<file path="src/rtl/inst_fetch.sv">
// Fetch initiator: owns the PC, drives the ROM, queues {inst, pc} pairs for decode.
// Latency: word fetched in cycle N is presented on id_* in cycle N+1 (registered queue).
// Backpressure: fetch stalls when the queue is full and not popping; redirect flushes.
module inst_fetch #(
    parameter int                  ADDR_W   = 32,
    parameter int                  INST_W   = 64,
    parameter logic [ADDR_W-1:0]   RESET_PC = '0,
    parameter int                  DEPTH    = 2
) (
    input  logic              clk,
    input  logic              rst,
    output logic              rom_ce,
    output logic [ADDR_W-1:0] rom_addr,
    input  logic [INST_W-1:0] rom_inst,
    input  logic              redirect,
    input  logic [ADDR_W-1:0] redirect_pc,
    output logic              id_valid,
    input  logic              id_ready,
    output logic [INST_W-1:0] id_inst,
    output logic [ADDR_W-1:0] id_pc,
    output logic [31:0]       fetch_cnt
);

    localparam int PTR_W = $clog2(DEPTH);
    localparam int CNT_W = PTR_W + 1;

    typedef struct packed {
        logic [INST_W-1:0] inst;
        logic [ADDR_W-1:0] pc;
    } entry_t;

    entry_t             q_mem [DEPTH];
    logic [PTR_W-1:0]   rd_ptr;
    logic [PTR_W-1:0]   wr_ptr;
    logic [CNT_W-1:0]   count;
    logic [ADDR_W-1:0]  pc;
    logic               en_q;
    logic               pop;
    logic               can_push;
    entry_t             head;

    assign id_valid = (count != '0);
    assign pop      = id_valid & id_ready;
    assign can_push = (count < CNT_W'(DEPTH)) | pop;
    assign rom_ce   = en_q & ~redirect & can_push;
    assign rom_addr = pc;

    // Head is masked so decode never sees stale storage while the queue is empty.
    assign head    = q_mem[rd_ptr];
    assign id_inst = id_valid ? head.inst : '0;
    assign id_pc   = id_valid ? head.pc   : '0;

    always_ff @(posedge clk) begin
        if (rom_ce) begin
            q_mem[wr_ptr] <= '{inst: rom_inst, pc: pc};
        end
    end

    always_ff @(posedge clk or negedge rst) begin
        if (!rst) begin
            pc        <= RESET_PC;
            en_q      <= 1'b0;
            rd_ptr    <= '0;
            wr_ptr    <= '0;
            count     <= '0;
            fetch_cnt <= '0;
        end else begin
            en_q <= 1'b1;
            if (redirect) begin
                // Flush wins over any same-cycle pop; rom_ce is already low.
                rd_ptr <= '0;
                wr_ptr <= '0;
                count  <= '0;
                pc     <= redirect_pc & ~ADDR_W'(7);
            end else begin
                if (rom_ce) begin
                    wr_ptr    <= wr_ptr + PTR_W'(1);
                    pc        <= pc + ADDR_W'(8);
                    fetch_cnt <= fetch_cnt + 32'd1;
                end
                if (pop) begin
                    rd_ptr <= rd_ptr + PTR_W'(1);
                end
                case ({rom_ce, pop})
                    2'b10:   count <= count + CNT_W'(1);
                    2'b01:   count <= count - CNT_W'(1);
                    default: count <= count;
                endcase
            end
        end
    end

endmodule

</file>
<file path="config.mk">
export PLATFORM = sky130hd
export DESIGN_NAME = inst_fetch
export DESIGN_NICKNAME = d
export VERILOG_FILES = /design/src/rtl/inst_fetch.sv
export SDC_FILE = /design/constraint.sdc
export NUM_CORES = 1
export LEC_CHECK = 0
export BUFFER_PORTS_ARGS = -buffer_cell sky130_fd_sc_hd__buf_2
export CORE_UTILIZATION = 30
export CTS_CLUSTER_DIAMETER = 100
export DETAILED_ROUTE_END_ITERATION = 8
export GPL_TIMING_DRIVEN = 0
export HOLD_SLACK_MARGIN = 0.1
export PLACE_DENSITY = 0.62
export SYNTH_ARGS = -nofsm -noshare
export SYNTH_HDL_FRONTEND = slang
export SYNTH_SLANG_ARGS = --single-unit
</file>
<file path="constraint.sdc">
create_clock -name clk -period 10.14 [get_ports clk]
set_input_delay 1.014 -clock clk [delete_from_list [all_inputs] [get_ports clk]]
set_output_delay 1.014 -clock clk [all_outputs]
set_load 0.01 [all_outputs]
</file>
==> results of run 1 <==
[registers in the layout (all words and copies together), names as in the netlist]
name and flops:
fetch_cnt 32, q_mem 186, rd_ptr 1, wr_ptr 1, count 2, en_q 1, rom_addr 29
[Yosys cell counts]
library cell and instances:
nor4_1 10, o21a_1 1, mux2i_1 94, nor3_1 10, and2_1 5, nor3b_1 1, buf_6 1, o21ai_0 27
nor4_4 1, nand3_1 21, nand2_1 51, inv_1 9, nand2b_1 3, buf_2 5, buf_1 7, xnor2_1 44
ha_1 2, edfxtp_1 186, o21ai_1 1, o211a_1 1, nor2b_1 1, nor2_1 105, clkbuf_1 23, a221oi_1 1
and3_1 12, or4_4 1, dfrtp_1 66, mux2_2 2, nand2b_4 1, o31a_1 1, xor2_1 15, a22oi_1 1
buf_4 7, nor2b_4 1, o31ai_1 1, or3_1 2, and4_1 5, conb_1 2, nor4b_1 1, nand4_1 10
a21oi_1 2
[power groups by stage]
| stage | clock network, mW | registers (mW) | logic, mW |
|---|---|---|---|
| final | 1.12 | 1.22 | 0.297 |
| after global routing | 1.19 | 1.23 | 0.328 |
| after CTS | 1.15 | 1.22 | 0.303 |
| after detailed placement | 0 | 1.24 | 0.302 |
| after global placement | 0 | 1.25 | 0.291 |
| after floorplan | 0 | 1.24 | 0.155 |
[final timing paths]
check / from / end / slack [ps]
setup / recovery: count[0] / id_pc[11] / 6190
hold / removal: fetch_cnt[31] / fetch_cnt[31] / 470
setup reg to reg: count[1] / q_mem[1][77] / 7710
hold reg to reg: fetch_cnt[31] / fetch_cnt[31] / 470
max in group asynchronous: rst / rom_addr[29] / 9010
min in group asynchronous: rst / fetch_cnt[16] / 570
[logic make-up after synthesis]
kind of cell / share of synthesized area
adders and majority gates: 0.00243
and+or+nand+nor: 0.110
other: 0.000728
buffers and inverters: 0.0228
muxes: 0.0934
AOI/OAI and AO/OA: 0.0194
xor gates and xnor gates: 0.0501
DFF: 0.702
[per-stage QoR]
step	TNS (ps)	util	total power, mW
3_5_place_dp	0	0.365	1.54
2_1_floorplan	0	-	1.40
5_1_grt	0	0.396	2.75
4_1_cts	0	0.396	2.67
3_3_place_gp	-232080	0.361	1.54
6_report	0	0.396	2.64
[final cells by class]
cell class              count  area share
plain buffers              43      0.0151
clock buffers              32      0.0552
inverters                   9     0.00253
well taps                 448      0.0420
repair buffers            262       0.105
multi-input cells         441       0.215
flip-flops and latches    252       0.542
clock inverters            22      0.0228
diodes                      2    0.000375
[critical path, stage by stage, from the launching register on]
cell,delay [ps]
dfrtp_1,440
nor2_1,480
clkbuf_1,620
clkbuf_1,550
nor2_1,100
buf_2,180
[layer usage]
metal	track usage	part of all wire
met5	0	0.0024
met4	0.0335	0.016
met3	0.0478	0.086
met2	0.239	0.48
met1	0.177	0.41
==> out/metrics.yaml, run 1 <==
status:
  status: "complete, no violations"
die:
  start_util: 0.306
  ioPinCount: 262
  die_height_um: 187
  die_w_um: 187
  coreArea_um2: 33700
  dieArea_um2: 35100
  row_count: 67
final_layout:
  layout-drive-gt1-share: 0.312
  regArea_um2: 7240
  finish.net_count: 1140
  nFillCells: 3255
  final_area_um2: 13300
  multiInputGateArea_um2: 2870
  mostFrequentLayoutCells: "buf_2, edfxtp_1, nor2_1, mux2i_1, dfrtp_1"
  final_common_cell: "buf_2"
  fin_cells: 1511
  area_growth_pct: 29.4
sta:
  period_share: 0.389
  fin_worst_skew_ps: 24.4
  setup_slack_ps: 6190
  hold_viol: 0
  rsz0062_at_grt: "false"
  fin_crit_ps: 3950
  max_slew.worst_pin.slew_ps: 853
  fmax_ghz: 0.253
  setup_violations: 0
  holdWs_ps: 469
  max-slew-margin-rel: 0.432
  drv_slew: 0
synthesis:
  syn_area_um2: 10300
  ys_ff_latch: 252
  seq_area_frac_synth: 0.702
  synthDistinctLibCells: 41
  synthTopCellsByArea: "edfxtp_1, dfrtp_1, mux2i_1, nor2_1, xnor2_1"
  synth_top_area_frac: 0.541
  synth_top_cell_by_area: "edfxtp_1"
  yosysWarnings: 0
  synth_area_per_cell_um2: 13.9
  synthCells: 740
clock_network:
  clkTransAtPathRegs_ps: 60
  cts_sinks: 252
  cts-hold-fix-buffers: 0
  cts-buffers-inserted: 29
  post-cts-setup-buffers: 0
  cts_tree: "built"
  cts_resized: 0
  cts_root_buf: "clkbuf_16"
  cts_max_level: 1
  insertion_delay_ps: 550
  cts.path.max_buffers: 3
routing:
  route.detailed.drc: 0
  vias_per_cell: 4.46
  drt_iter0_markers: 292
  wire_per_inst_um: 16.9
  firstDrtPassIters: 5
  postRouteAntennaNets: 0
  vias: 6746
  totalWireLength_mm: 25.5
pwr:
  cell_internal_pwr_mw: 2.00
  swShare: 0.242
  leakage_nw: 5.36
  seqPwrFrac: 0.461
  switching_power_mw: 0.640
  p_clk_frac: 0.426
  vdd_ir_drop_max_v: 0.000120
  combPwrFrac: 0.112
  powerDensity_nw_per_um2: 198
critical_path:
  start_kind: "flop"
  crit_type: "reg2out"
  path_max_fanout: 10
  required_ps: 9130
  crit_path_end_kind: "primary output"
  reg2reg_depth: 4
  worst_ep_arrival_time_ps: 2930
grt:
  overflow: 0
  antenna_found_initial: 6
  grt_pass1_wl_mm: 39.2
  grt_max_degree: 67
  groute.usage.overall: 0.143
  grt_pass1_vias: 6767
flow_run:
  drv_cap: 0
placed_design:
  placed_cells: 1455
  place_hpwl_mm: 18.0
  place_ws_ps: 6690
  placed_cell_area_um2: 12300
  port-buffer-count: 251
  globalplace.congestion: 0.744
hold_path:
  min_path_cells: 1
  hold_class: "reg2reg"
(Power assumes the default switching activity.)
==> inputs of run 2 (changes only) <==
--- a/config.mk
+++ b/config.mk
@@ -5,13 +5,14 @@
 export SDC_FILE = /design/constraint.sdc
 export NUM_CORES = 1
 export LEC_CHECK = 0
+export ABC_AREA = 1
 export BUFFER_PORTS_ARGS = -buffer_cell sky130_fd_sc_hd__buf_2
 export CORE_UTILIZATION = 30
 export CTS_CLUSTER_DIAMETER = 100
 export DETAILED_ROUTE_END_ITERATION = 8
 export GPL_TIMING_DRIVEN = 0
 export HOLD_SLACK_MARGIN = 0.1
-export PLACE_DENSITY = 0.62
+export PLACE_DENSITY = 0.63
 export SYNTH_ARGS = -nofsm -noshare
 export SYNTH_HDL_FRONTEND = slang
 export SYNTH_SLANG_ARGS = --single-unit
==> constraint.sdc (replaced) <==
create_clock -name clk -period 3.45 [get_ports clk]
set_input_delay 0.345 -clock clk [delete_from_list [all_inputs] [get_ports clk]]
set_output_delay 0.345 -clock clk [all_outputs]
set_load 0.01 [all_outputs]
==> run 2 against run 1 <==
Sequential cell count is the same. Clock skew is 9.4 ps lower. Clock power grew to 2.7 times the previous value. Global-route usage rose by 2.5 points. Area after synthesis rose by 10%. Power grew to 3.0 times the previous value. Combinational power rose to 4.4 times the previous value. Setup slack got worse by 5500 ps. Utilization rose by 1.3 points. Wire length up 31%. First-iteration DRC count increased by 57%. Highest routed layer is now met4.
==> out/metrics.yaml, run 2 <==
die:
  row_count: 71  # +6.0%
  dieArea_um2: 38700  # +10%
  ioPinCount: 262  # unchanged
  start_util: 0.304  # -0.00226
  coreArea_um2: 37500  # +11%
  die_height_um: 197  # +5.0%
  die_w_um: 197  # +5.0%
synthesis:
  synth_top_cell_by_area: "edfxtp_1"
  async_reset_ff_frac: 0.262  # unchanged
  yosysMostFrequentCell: "nand2_1"
  syn_area_um2: 11400  # +10%
  ys_ff_latch: 252  # unchanged
  synthDistinctLibCells: 30  # -27%
  seq_area_frac_synth: 0.635  # -0.0662
  yosysWarnings: 0  # unchanged
  synthTopCellsByArea: "edfxtp_1, nand2_1, dfrtp_1, a21oi_1, nor2_1"
  synth_ff_type: "edfxtp_1"
  synth_common_cells: "nand2_1, edfxtp_1, a21oi_1"
  synth_edf_count: 186  # unchanged
  synth_area_per_cell_um2: 9.41  # -33%
  synthCells: 1211  # +64%
  synth_top_area_frac: 0.490  # -0.0511
critical_path:
  critical_path_buf_inv_count: 3  # unchanged
  path_max_fanout: 10  # unchanged
  crit_type: "reg2out"
  critPathSlowestCell: "nor2_1"
  cp_slowest_stage_delay_ps: 480  # -140 ps
  required_ps: 3110  # -6020 ps
  start_kind: "flop"
  crit_top_cell: "buf_2"
  path_cells: "nor2_1 -> buf_2 -> buf_2 -> a21oi_1 -> buf_2"
  crit_path_end_kind: "primary output"
  worst_ep_arrival_time_ps: 2390  # -540 ps
  cpLargestDelayFamily: "buffers and inverters"
routing:
  drt_iter0_markers: 458  # +57%
  vias: 9512  # +41%
  vias_per_cell: 4.45  # -0.30%
  wire_per_inst_um: 15.6  # -7.5%
  route.detailed.drc: 0  # unchanged
  totalWireLength_mm: 33.4  # +31%
  firstDrtPassIters: 4  # -1
  postRouteAntennaNets: 0  # unchanged
grt:
  grt_max_degree: 47  # -30%
  antenna_found_initial: 6  # unchanged
  overflow: 0  # unchanged
  groute.usage.overall: 0.168  # +0.0249
  grt_pass1_vias: 9175  # +36%
  grt_pass1_wl_mm: 50.2  # +28%
clock_network:
  cts.path.max_buffers: 3  # unchanged
  cts_resized: 0  # unchanged
  cts_sinks: 252  # unchanged
  cts_max_level: 1  # unchanged
  cts-buffers-inserted: 29  # unchanged
  clkTransAtPathRegs_ps: 60  # about the same
  cts_tree: "built"
  cts_root_buf: "clkbuf_16"
  insertion_delay_ps: 550  # about the same
status:
  status: "complete, no violations"
sta:
  drv_slew: 0  # unchanged
  hold_viol: 0  # unchanged
  max-slew-margin-rel: 0.546  # +0.114
  holdWs_ps: 148  # -321 ps
  max_slew.worst_pin.slew_ps: 681  # -172 ps
  setup_violations: 0  # unchanged
  period_share: 0.794
  fin_worst_skew_ps: 14.9  # -9.42 ps
  rsz0062_at_grt: "false"
  fin_crit_ps: 2740
  fmax_ghz: 0.365
pwr:
  p_clk_frac: 0.378  # -0.048
  seqPwrFrac: 0.459  # -0.002
  leakage_nw: 6.65  # +24%
  vdd_ir_drop_max_v: 0.000313  # +160%
  cell_internal_pwr_mw: 5.75  # +190%
  combPwrFrac: 0.163  # +0.051
  power.total_mw: 8.00  # +200%
  swShare: 0.281  # +0.0384
  switching_power_mw: 2.25  # +250%
  powerDensity_nw_per_um2: 521  # +160%
placed_design:
  globalplace.congestion: 0.902  # +21%
  place_hpwl_mm: 23.4  # +30%
  placed_cell_area_um2: 13500  # +9.5%
  port-buffer-count: 251  # unchanged
final_layout:
  final_common_cell: "nand2_1"
  area_growth_pct: 34.7
  largest_register_ffs: 186  # unchanged
  finish.net_count: 1699  # +49%
  final_area_um2: 15300  # +15%
  top_register: "q_mem"
  mostFrequentLayoutCells: "nand2_1, buf_2, edfxtp_1, a21oi_1, dlygate4sd3_1"
  layout-drive-gt1-share: 0.222  # -0.0896
flow_run:
  drv_cap: 0  # unchanged
hold_path:
  hold_class: "in2reg"
## run 2: changes by cell type after synthesis, sizes merged, moves of 6 or more
cell   delta
a21oi    +95
and3     -12
buf      +10
inv      +73
mux2i    -94
nand2   +462
nand3    +22
nand4     -9
nor3      -6
nor4     -11
xnor2    -36
## run 2: through the flow
stage / worst slack, ps / setup TNS (ps) / util / std cells
global route: 530 / 0 / 0.409 / 2134
global placement: -513 / -57510 / 0.355 / 1978
CTS: 697 / 0 / 0.409 / 2130
finish: 712 / 0 / 0.409 / 2137
floorplan: 678 / 0 / - / 1216
detailed placement: 695 / 0 / 0.359 / 1985
## run 2: power groups by stage
| stage | sequential, mW | combinational (mW) | clock (mW) |
|---|---|---|---|
| finish | 3.67 | 1.30 | 3.03 |
| global route | 3.70 | 1.45 | 3.24 |
| CTS | 3.67 | 1.31 | 3.10 |
| detailed placement | 3.73 | 1.22 | 0 |
| global placement | 3.73 | 1.18 | 0 |
| floorplan | 3.71 | 0.647 | 0 |
## run 2: final timing paths
kind / cells after the start / to / start / slack [ps]
max reg2reg: 7 / q_mem[1][78] / count[1] / 820
max in group asynchronous: 3 / rom_addr[28] / rst / 2660
min: 5 / rom_addr[17] / redirect_pc[17] / 150
max: 5 / id_pc[16] / count[0] / 710
min in group asynchronous: 2 / fetch_cnt[20] / rst / 240
min reg2reg: 1 / count[0] / count[0] / 520
## run 2: repair_timing
action,CTS,global route
endpoints found under the hold margin,221,0
setup buffers,0,0
hold buffers,92,0
endpoints found under the setup margin,0,0
## run 2: layer usage
metal	part of all wire	track usage
met2	0.48	0.292
met4	0.021	0.0494
met1	0.42	0.201
met5	0	0
met3	0.078	0.0457
## run 2: worst register-to-register path: stages (launching register included)
cell	delay, ps
dfrtp_1	410
nand2_1	180
nand2_4	130
clkbuf_1	320
nor2_4	490
buf_12	270
buf_12	280
buf_12	230
## run 2: cell type report
cell class,instances,area (µm²)
Antenna cell,7,17.5
Inverter,85,319
Clock inverter,16,169
Tap cell,511,639
Multi-Input combinational cell,830,3630
Fill cell,3749,22100
Sequential cell,252,7240
Clock buffer,37,766
Buffer,49,239
Timing Repair Buffer,350,2330
## run 2: cells by family after synthesis
kind of cell	share of synthesized area
buffers and inverters	0.0490
adders and majority gates	0.00220
AOI/OAI and AO/OA	0.0609
DFF	0.635
xor gates and xnor gates	0.0161
and+or+nand+nor	0.236
other	0.000659
==> inputs of run 3 (changes only) <==
--- a/config.mk
+++ b/config.mk
@@ -5,14 +5,14 @@
 export SDC_FILE = /design/constraint.sdc
 export NUM_CORES = 1
 export LEC_CHECK = 0
-export ABC_AREA = 1
+export ABC_AREA = 0
 export BUFFER_PORTS_ARGS = -buffer_cell sky130_fd_sc_hd__buf_2
 export CORE_UTILIZATION = 30
 export CTS_CLUSTER_DIAMETER = 100
 export DETAILED_ROUTE_END_ITERATION = 8
 export GPL_TIMING_DRIVEN = 0
 export HOLD_SLACK_MARGIN = 0.1
-export PLACE_DENSITY = 0.63
+export PLACE_DENSITY = 0.64
 export SYNTH_ARGS = -nofsm -noshare
 export SYNTH_HDL_FRONTEND = slang
 export SYNTH_SLANG_ARGS = --single-unit
==> constraint.sdc (replaced) <==
create_clock -name clk -period 2.5 [get_ports clk]
set_input_delay 0.25 -clock clk [delete_from_list [all_inputs] [get_ports clk]]
set_output_delay 0.25 -clock clk [all_outputs]
set_load 0.01 [all_outputs]
==> run 3 against run 2 <==
Clock-buffer cell count shrank 7. Clock skew is 4.7 ps higher. Via count decreased by 25%. Register-to-register slack lost 550 ps. Worst hold slack better by 200 ps. Critical path type unchanged. Critical endpoint is now id_inst[33]. Highest routed layer unchanged.
==> out/metrics.yaml, run 3 (same netlist as run 1, synthesis figures left out) <==
grt:
  groute.usage.overall: 0.153  # -0.0150
  grt_max_degree: 67  # +43%
  antenna_found_initial: 2  # -4
  grt_pass1_vias: 7255  # -21%
  overflow: 0  # unchanged
  grt_pass1_wl_mm: 41.5  # -17%
routing:
  route.detailed.drc: 0  # unchanged
  drt_iter0_markers: 228  # -50%
  totalWireLength_mm: 27.2  # -19%
  firstDrtPassIters: 4  # unchanged
  postRouteAntennaNets: 0  # unchanged
  vias: 7092  # -25%
  vias_per_cell: 4.43  # -0.42%
  wire_per_inst_um: 17.0  # +8.6%
clock_network:
  cts_tree: "built"
  cts.path.max_buffers: 3  # unchanged
  cts_max_level: 1  # unchanged
  cts_sinks: 252  # unchanged
  cts_root_buf: "clkbuf_16"
  post-cts-setup-buffers: 0  # unchanged
  clkTransAtPathRegs_ps: 60  # about the same
  insertion_delay_ps: 550  # about the same
  cts-buffers-inserted: 28  # -3.4%
sta:
  period_share: 0.935
  fin_crit_ps: 2340
  setup_violations: 0  # unchanged
  drv_slew: 0  # unchanged
  rsz0062_at_grt: "false"
  fin_worst_skew_ps: 19.6  # +4.69 ps
  fmax_ghz: 0.428
  hold_viol: 0  # unchanged
  max-slew-margin-rel: 0.413  # -0.133
  max_slew.worst_pin.slew_ps: 880  # +199 ps
status:
  status: "complete, no violations"
flow_run:
  drv_cap: 0  # unchanged
critical_path:
  crit_type: "reg2out"
  reg2reg_depth: 5  # -2
  path_cells: "buf_4 -> buf_4 -> mux2i_1 -> nor2_1 -> buf_2"
  rrSetupSlack_ps: 270  # -550 ps
  cpLargestDelayFamily: "buffers and inverters"
  worstReg2RegStart: "count[1]"
  start_kind: "flop"
  cp_slowest_stage_delay_ps: 490  # about the same
  required_ps: 2250  # -860 ps
  critical_path.startpoint: "rd_ptr"
  crit_top_cell: "buf_4"
  worst_ep_arrival_time_ps: 2090  # -300 ps
  crit_path_end_kind: "primary output"
  critPathSlowestCell: "dfrtp_1"
  critical_path_buf_inv_count: 3  # unchanged
  path_max_fanout: 10  # unchanged
  r2r_end: "q_mem[0][81]"
final_layout:
  fin_cells: 1600  # -25%
  layout-drive-gt1-share: 0.299  # +0.0768
  mostFrequentLayoutCells: "buf_2, edfxtp_1, nor2_1, dlygate4sd3_1, mux2i_1"
  final_area_um2: 14300  # -6.9%
  final_common_cell: "buf_2"
  area_growth_pct: 38.5
  top_register: "q_mem"
  final_core_util: 0.424  # +0.0145
  finish.net_count: 1230  # -28%
  largest_register_ffs: 186  # unchanged
placed_design:
  globalplace.congestion: 0.774  # -14%
  placed_cells: 1450  # -27%
  place_hpwl_mm: 18.4  # -21%
  port-buffer-count: 251  # unchanged
  placed_cell_area_um2: 12300  # -8.6%
die:
  dieArea_um2: 35100  # -9.3%
  row_count: 67  # -5.6%
  ioPinCount: 262  # unchanged
  die_w_um: 187  # -4.8%
  coreArea_um2: 33700  # -10%
  start_util: 0.306  # +0.00226
  die_height_um: 187  # -4.8%
pwr:
  powerDensity_nw_per_um2: 734  # +41%
  power.total_mw: 10.5  # +31%
  vdd_ir_drop_max_v: 0.000535  # +71%
  leakage_nw: 5.78  # -13%
hold_path:
  hold_class: "in2async"
[run 3: cell types whose count changed in the layout (fill, tap and decap cells not counted), moves of 12 or more]
| cell | before | now |
|---|---|---|
| nand3_1 | 41 | 21 |
| and3_1 | 0 | 12 |
| inv_1 | 78 | 9 |
| clkbuf_1 | 26 | 13 |
| mux2i_1 | 0 | 94 |
| a21oi_1 | 97 | 2 |
| xnor2_1 | 8 | 44 |
| nor2_1 | 87 | 103 |
| nand2_1 | 507 | 51 |
| buf_2 | 273 | 253 |
| o21ai_1 | 15 | 1 |
| o21ai_0 | 13 | 27 |
[run 3: report_power, final]
part	switching (mW)	total, mW	internal, mW
Clock	1.68	4.16	2.48
Combinational	0.760	1.37	0.614
Sequential	0.188	4.95	4.76
Total	2.63	10.5	7.85
[run 3: layer usage]
metal  up-vias  track usage  part of all wire
li1       3414            -                 -
met2       248        0.259              0.47
met5         -            0                 0
met4         0       0.0335             0.017
met3        35       0.0495             0.088
met1      3395        0.189              0.43
[run 3: stage by stage]
step	hold slack, ps	TNS (ps)	worst slack (ps)
after floorplan	-45.6	-66690	-717
after global placement	439	-222200	-2220
after detailed placement	429	-18430	-196
after CTS	368	0	4.60
after global routing	407	0	19.3
final	350	0	162
[run 3: repair_timing]
| action | 4_1_cts | 5_1_grt |
|---|---|---|
| gates cloned | 1 | 0 |
| hold buffers | 96 | 0 |
| endpoints found under the hold margin | 225 | 0 |
| setup endpoints to repair | 186 | 83 |
| gates resized for setup | 28 | 7 |
[run 3: how the worst max path moves through the flow]
stage          slack, ps  depth (start not counted)      endpoint
6_report             160                          5   id_inst[33]
5_1_grt               20                          5     id_pc[30]
4_1_cts                5                          5   id_inst[55]
3_5_place_dp        -200                          5     id_pc[30]
3_3_place_gp       -2220                          2  q_mem[0][78]
2_1_floorplan       -720                          3  q_mem[0][10]
[run 3: layout make-up]
type                    instances  area [µm²]
repair buffers                353        2350
clock buffers                  30         708
diodes                          2        5.00
fillers                      3141       19400
inverters                       9        33.8
clock inverters                22         240
flip-flops and latches        252        7240
plain buffers                  42         255
multi-input cells             442        2890
well taps                     448         561
[run 3: worst register-to-register path, stage by stage, from the launching register on]
cell and delay (ps):
dfrtp_1 470, nor2b_4 210, nor3_4 650, buf_16 250
buf_16 180, buf_8 170
